## src/rtl/iir_ctrl.sv

```systemverilog
// Coefficient/sample-flow controller for iir_filter: shadow coefficient set, drain-then-swap commit.
// Optional drain timeout is enabled by defining IIR_CTRL_TMO_EN.
module iir_ctrl #(
  parameter int unsigned NB    = 12,
  parameter int unsigned CNT_W = 4,
  parameter int unsigned TMO   = 16
) (
  input  logic                  clk,
  input  logic                  rst_n,
  input  logic                  cfg_we,
  input  logic [2:0]            cfg_addr,
  input  logic [NB:0]           cfg_data,
  input  logic                  cfg_commit,
  output logic                  cfg_busy,
  input  logic                  vIn,
  input  logic [NB:0]           dIn,
  output logic                  rdy_o,
  output logic                  vOut_f,
  output logic [NB:0]           dOut_f,
  input  logic                  vRet,
  output logic [3*(NB+1)-1:0]   b_o,
  output logic [2*(NB+1)-1:0]   a_o,
  output logic                  err_o
);

  localparam int unsigned N_COEF = 5;

  typedef enum logic [1:0] {S_RUN, S_DRAIN, S_APPLY} state_t;

  state_t             state_q, state_d;
  logic [NB:0]        shadow_q [0:N_COEF-1];
  logic [CNT_W-1:0]   cnt_q;
  logic               accept_c;
  logic               drain_done_c;
  logic               timeout_c;
  logic               inc_c, dec_c;

  if (TMO == 0) begin : g_tmo_chk
    $error("iir_ctrl: TMO must be nonzero");
  end

  assign accept_c     = vIn & rdy_o;
  assign drain_done_c = (cnt_q == '0) && !vOut_f;
  assign inc_c        = vOut_f;
  assign dec_c        = vRet && (cnt_q != '0);

`ifdef IIR_CTRL_TMO_EN
  localparam int unsigned TMO_W = (TMO > 1) ? $clog2(TMO) : 1;
  logic [TMO_W-1:0] tmo_q;

  // Counts cycles spent in DRAIN; restarts on every new drain.
  always_ff @(posedge clk or negedge rst_n) begin
    if (!rst_n) begin
      tmo_q <= '0;
    end else if (state_q == S_DRAIN) begin
      tmo_q <= tmo_q + TMO_W'(1);
    end else begin
      tmo_q <= '0;
    end
  end

  assign timeout_c = (state_q == S_DRAIN) && !drain_done_c && (tmo_q == TMO_W'(TMO - 1));
`else
  assign timeout_c = 1'b0;
`endif

  // Next-state logic
  always_comb begin
    state_d = state_q;
    case (state_q)
      S_RUN:   if (cfg_commit) state_d = S_DRAIN;
      S_DRAIN: if (drain_done_c || timeout_c) state_d = S_APPLY;
      S_APPLY: state_d = S_RUN;
      default: state_d = S_RUN;
    endcase
  end

  // State register plus status outputs registered from the next state
  always_ff @(posedge clk or negedge rst_n) begin
    if (!rst_n) begin
      state_q  <= S_RUN;
      rdy_o    <= 1'b1;
      cfg_busy <= 1'b0;
    end else begin
      state_q  <= state_d;
      rdy_o    <= (state_d == S_RUN);
      cfg_busy <= (state_d != S_RUN);
    end
  end

  // Sample forwarding to the filter
  always_ff @(posedge clk or negedge rst_n) begin
    if (!rst_n) begin
      vOut_f <= 1'b0;
      dOut_f <= '0;
    end else begin
      vOut_f <= accept_c;
      if (accept_c) dOut_f <= dIn;
    end
  end

  // In-flight counter: floors at zero, saturates at all-ones
  always_ff @(posedge clk or negedge rst_n) begin
    if (!rst_n) begin
      cnt_q <= '0;
    end else if (timeout_c) begin
      cnt_q <= '0;
    end else if (inc_c && !dec_c) begin
      if (cnt_q != '1) cnt_q <= cnt_q + CNT_W'(1);
    end else if (dec_c && !inc_c) begin
      cnt_q <= cnt_q - CNT_W'(1);
    end
  end

  // Shadow writes are accepted in any state; a write in APPLY lands after the copy.
  always_ff @(posedge clk or negedge rst_n) begin
    if (!rst_n) begin
      for (int i = 0; i < N_COEF; i++) shadow_q[i] <= '0;
    end else if (cfg_we && (cfg_addr < 3'(N_COEF))) begin
      shadow_q[cfg_addr] <= cfg_data;
    end
  end

  // Active coefficient swap, all words in one edge
  always_ff @(posedge clk or negedge rst_n) begin
    if (!rst_n) begin
      b_o <= '0;
      a_o <= '0;
    end else if (state_q == S_APPLY) begin
      b_o <= {shadow_q[2], shadow_q[1], shadow_q[0]};
      a_o <= {shadow_q[4], shadow_q[3]};
    end
  end

  // Sticky drain-timeout flag; stays 0 when the timeout is not built in
  always_ff @(posedge clk or negedge rst_n) begin
    if (!rst_n) begin
      err_o <= 1'b0;
    end else if (timeout_c) begin
      err_o <= 1'b1;
    end
  end

endmodule

```

## config.mk

```make
export PLATFORM = sky130hd
export DESIGN_NAME = iir_ctrl
export DESIGN_NICKNAME = d
export VERILOG_FILES = /design/src/rtl/iir_ctrl.sv
export SDC_FILE = /design/constraint.sdc
export NUM_CORES = 1
export LEC_CHECK = 0
export CAP_MARGIN = 20
export CORE_ASPECT_RATIO = 1.2
export CORE_MARGIN = 2
export CORE_UTILIZATION = 36
export CTS_CLUSTER_DIAMETER = 200
export DETAILED_ROUTE_END_ITERATION = 10
export HOLD_SLACK_MARGIN = 0.06
export SLEW_MARGIN = 20
export SYNTH_ARGS = -nofsm -noshare
export SYNTH_HDL_FRONTEND = slang
export SYNTH_SLANG_ARGS = --single-unit
```

## constraint.sdc

```tcl
create_clock -name clk -period 5.4 [get_ports clk]
set_input_delay 0.81 -clock clk [delete_from_list [all_inputs] [get_ports clk]]
set_output_delay 0.81 -clock clk [all_outputs]
set_load 0.005 [all_outputs]
```

==> flow_summary_export.csv <==
group,metric,value,unit
worst_setup_path,critPathTopFamily,"simple AND/OR/NAND/NOR gates",
yosys,async_reset_ff_share,100,%
outcome,outcome,"completed",
global_route,antenna_found_initial,0,
sta,fmax,0.416,GHz
cts,cts_inserted_buffers,17,
die,start_util,36.9,%
worst_setup_path,crit_path_max_incr_delay,0.82,ns
layout,syn2layout_area_growth,34.6,%
min_path,worstHoldStart,"state_q[1]",
cts,clkTransAtPathRegs,0.06,ns
cts,cts.path.max_buffers,2,
routing,drtIter0Drc,132,
yosys,syn_avg_cell_area,16.7,sq um
global_route,grt_max_degree,107,
worst_setup_path,critPathRequiredTime,5.71,ns
sta,period_minus_slack,2.40,ns
sta,hold_viol,0,
place,globalplace.congestion,0.737,
sta,setup_viol,0,
worst_setup_path,crit_path_max_fanout,13,
worst_setup_path,worstRegToRegCells,7,
yosys,ys_ff_latch,152,
routing,first_pass_iters,4,
yosys,ys_types,35,
power_and_ir_drop,power_density,547,nW/um^2
global_route,grt_pass1_wl,19300,microns
die,rows,50,
min_path,whs_endpoint,"state_q[1]",
routing,detail-route-antenna-nets,0,
yosys,ys_seq_area_share,65.7,%
layout,stdcell_count,694,
worst_setup_path,arrival,2.71,ns
worst_setup_path,timing.reg2reg.setup_slack,3.13,ns
min_path,hold_depth,1,
yosys,synth_compound_area_share,1.68,%
yosys,synth-simple-area-share,1.92,%
routing,drcViolationCount,0,
sta,report.final.slew_viol_count,0,
place,place_inst,662,
power_and_ir_drop,irDropWorstVdd,0.000231,V
sta,tightest_slew,1.06,ns
yosys,syn_nets,386,
die,die_x,120,microns
worst_setup_path,critPathSlowestCell,"nor3_2",
worst_setup_path,path_cells,"clkdlybuf4s50_1 -> nand2b_1 -> nor3_2 -> mux2_2",
layout,nFillCells,1379,
worst_setup_path,worst-path-buf-inv,1,
layout,diodes,0,
power_and_ir_drop,p_leak,0.00343,uW
sta,tns,0,ns
place,hpwl,7810,microns
worst_setup_path,worstSetupPathDepth,4,
layout,layout-drive-gt1-share,37.2,%
cts,cts_hold_buf,0,
die,dieArea,17100,sq um
die,io_pins,117,
worst_setup_path,r2r_start,"cnt_q[0]",
layout,nets,511,
sta,skew,0.00688,ns
global_route,grt_pass1_vias,3677,
yosys,synth_fa_ha_area_share,0.777,%
worst_setup_path,r2r_end,"cnt_q[3]",
yosys,synth_area,5800,sq um
place,io_buffers,115,
cts,root_buffer,"clkbuf_16",
yosys,synth_edf_count,0,
min_path,hold_path_class,"reg2reg",
yosys,synth_top_family_by_area,"multiplexers",
routing,post_drt_wl_per_cell,16.8,microns
global_route,overflow,0,
yosys,synthFlopType,"dfrtp_1",
cts,clock_latency,0.42,ns
die,fp.coreArea,15700,sq um
cts,htreeDepth,4,
worst_setup_path,start_kind,"input port",
cts,cts_tree,"done",
cts,postCtsResizedCells,0,
cts,cts_setup_buffers,0,
yosys,synthXorXnorAreaFrac,0.453,%
routing,viasPerCell,4.80,
routing,vias,3329,
job,drv_cap,0,
global_route,track_usage,15.0,%
die,die_y,143,microns
sta,relSlewSlack,29.2,%
yosys,synthMuxAreaShare,28.0,%
worst_setup_path,endpoint_kind,"register",
yosys,synth_cells,348,
yosys,synth_warnings,0,
sta,rsz0062_at_grt,"no",
routing,wl,11700,microns
worst_setup_path,critPathKind,"in2reg",
cts,cts_sinks,152,
sta,fin_crit_sh,44.5,%
==> report_power, final <==
part / internal (uW) / total (uW) / switching [uW]
sequential: 1570 / 1810 / 244
combinational: 878 / 1240 / 367
clock: 765 / 1210 / 445
==> cells in the mapped netlist (2+ instances only) <==
master | count | share of area, %
ha_1 | 2 | 0.43
buf_2 | 11 | 0.95
nand2b_1 | 2 | 0.22
nand2_1 | 4 | 0.26
mux2_2 | 137 | 27
mux2_1 | 7 | 1.4
xnor2_1 | 3 | 0.45
inv_1 | 4 | 0.26
dfrtp_1 | 151 | 65
nor3b_2 | 2 | 0.43
==> cells in the final DEF, fill, tap and decap left out, types with 2 or more instances in the layout <==
| cell | synthesis | routed |
|---|---|---|
| clkinvlp_4 | 0 | 2 |
| buf_4 | 1 | 5 |
| nand2_1 | 4 | 3 |
| clkbuf_1 | 1 | 2 |
| nor3_2 | 1 | 2 |
| ha_1 | 2 | 2 |
| nor3b_2 | 2 | 2 |
| clkdlybuf4s50_1 | 0 | 114 |
| clkbuf_8 | 0 | 3 |
| clkinv_2 | 0 | 2 |
| inv_1 | 4 | 4 |
| inv_6 | 0 | 2 |
| mux2_1 | 7 | 7 |
| dfrtp_1 | 151 | 151 |
| clkbuf_16 | 0 | 17 |
| bufinv_16 | 0 | 3 |
| mux2_2 | 137 | 137 |
| xnor2_1 | 3 | 3 |
| nand2b_1 | 2 | 2 |
==> area by class of cell <==
class | count | area [sq um] | share of cell area (%)
Clock buffer | 22 | 474 | 6.08
Clock inverter | 10 | 141 | 1.81
Inverter | 4 | 15.0 | 0.193
Multi-Input combinational cell | 178 | 1910 | 24.5
Sequential cell | 152 | 3800 | 48.8
Tap cell | 208 | 260 | 3.34
Timing Repair Buffer | 120 | 1190 | 15.3
==> layer usage <==
layer	wire length (microns)	track usage (%)
met1	4860	17.5
met5	0	0
met2	5960	25.6
met4	269	7.24
met3	586	4.07
==> state kept, by name, summed over array words and instances, names as in the netlist <==
register and count:
shadow_q 65, dOut_f 13, state_q 2, cnt_q 4, cfg_busy 1, a_o 26
rdy_o 1, b_o 39, vOut_f 1
==> how the worst max path moves through the flow <==
| stage | startpoint | endpoint | slack, ns |
|---|---|---|---|
| after floorplan | vRet | cnt_q[3] | 3.28 |
| after global placement | cfg_addr[1] | shadow_q[54] | 2.57 |
| after detailed placement | cfg_addr[1] | shadow_q[54] | 2.53 |
| after CTS | cfg_addr[1] | shadow_q[54] | 2.99 |
| after global routing | cfg_addr[1] | shadow_q[61] | 2.89 |
| final | cfg_addr[1] | shadow_q[54] | 3.00 |
==> through the flow <==
step                      hold WS, ns  setup slack (ns)  area, sq um  power (uW)  utilization, %
after floorplan                 0.423              3.28         5800        2300               -
after global placement          0.462              2.57         7180        3070            45.7
after detailed placement        0.468              2.53         7180        3110            45.7
after CTS                       0.476              2.99         7800        4350            49.7
after global routing            0.499              2.89         7800        4530            49.7
final                           0.476              3.00         7800        4270            49.7
==> kinds of logic after synthesis <==
family	Yosys count
DFF	152
muxes	144
buffers and inverters	18
and+or+nand+nor	17
AOI/OAI and AO/OA	10
adders and majority gates	3
xor gates and xnor gates	3
other	1
(Power assumes the default switching activity.)
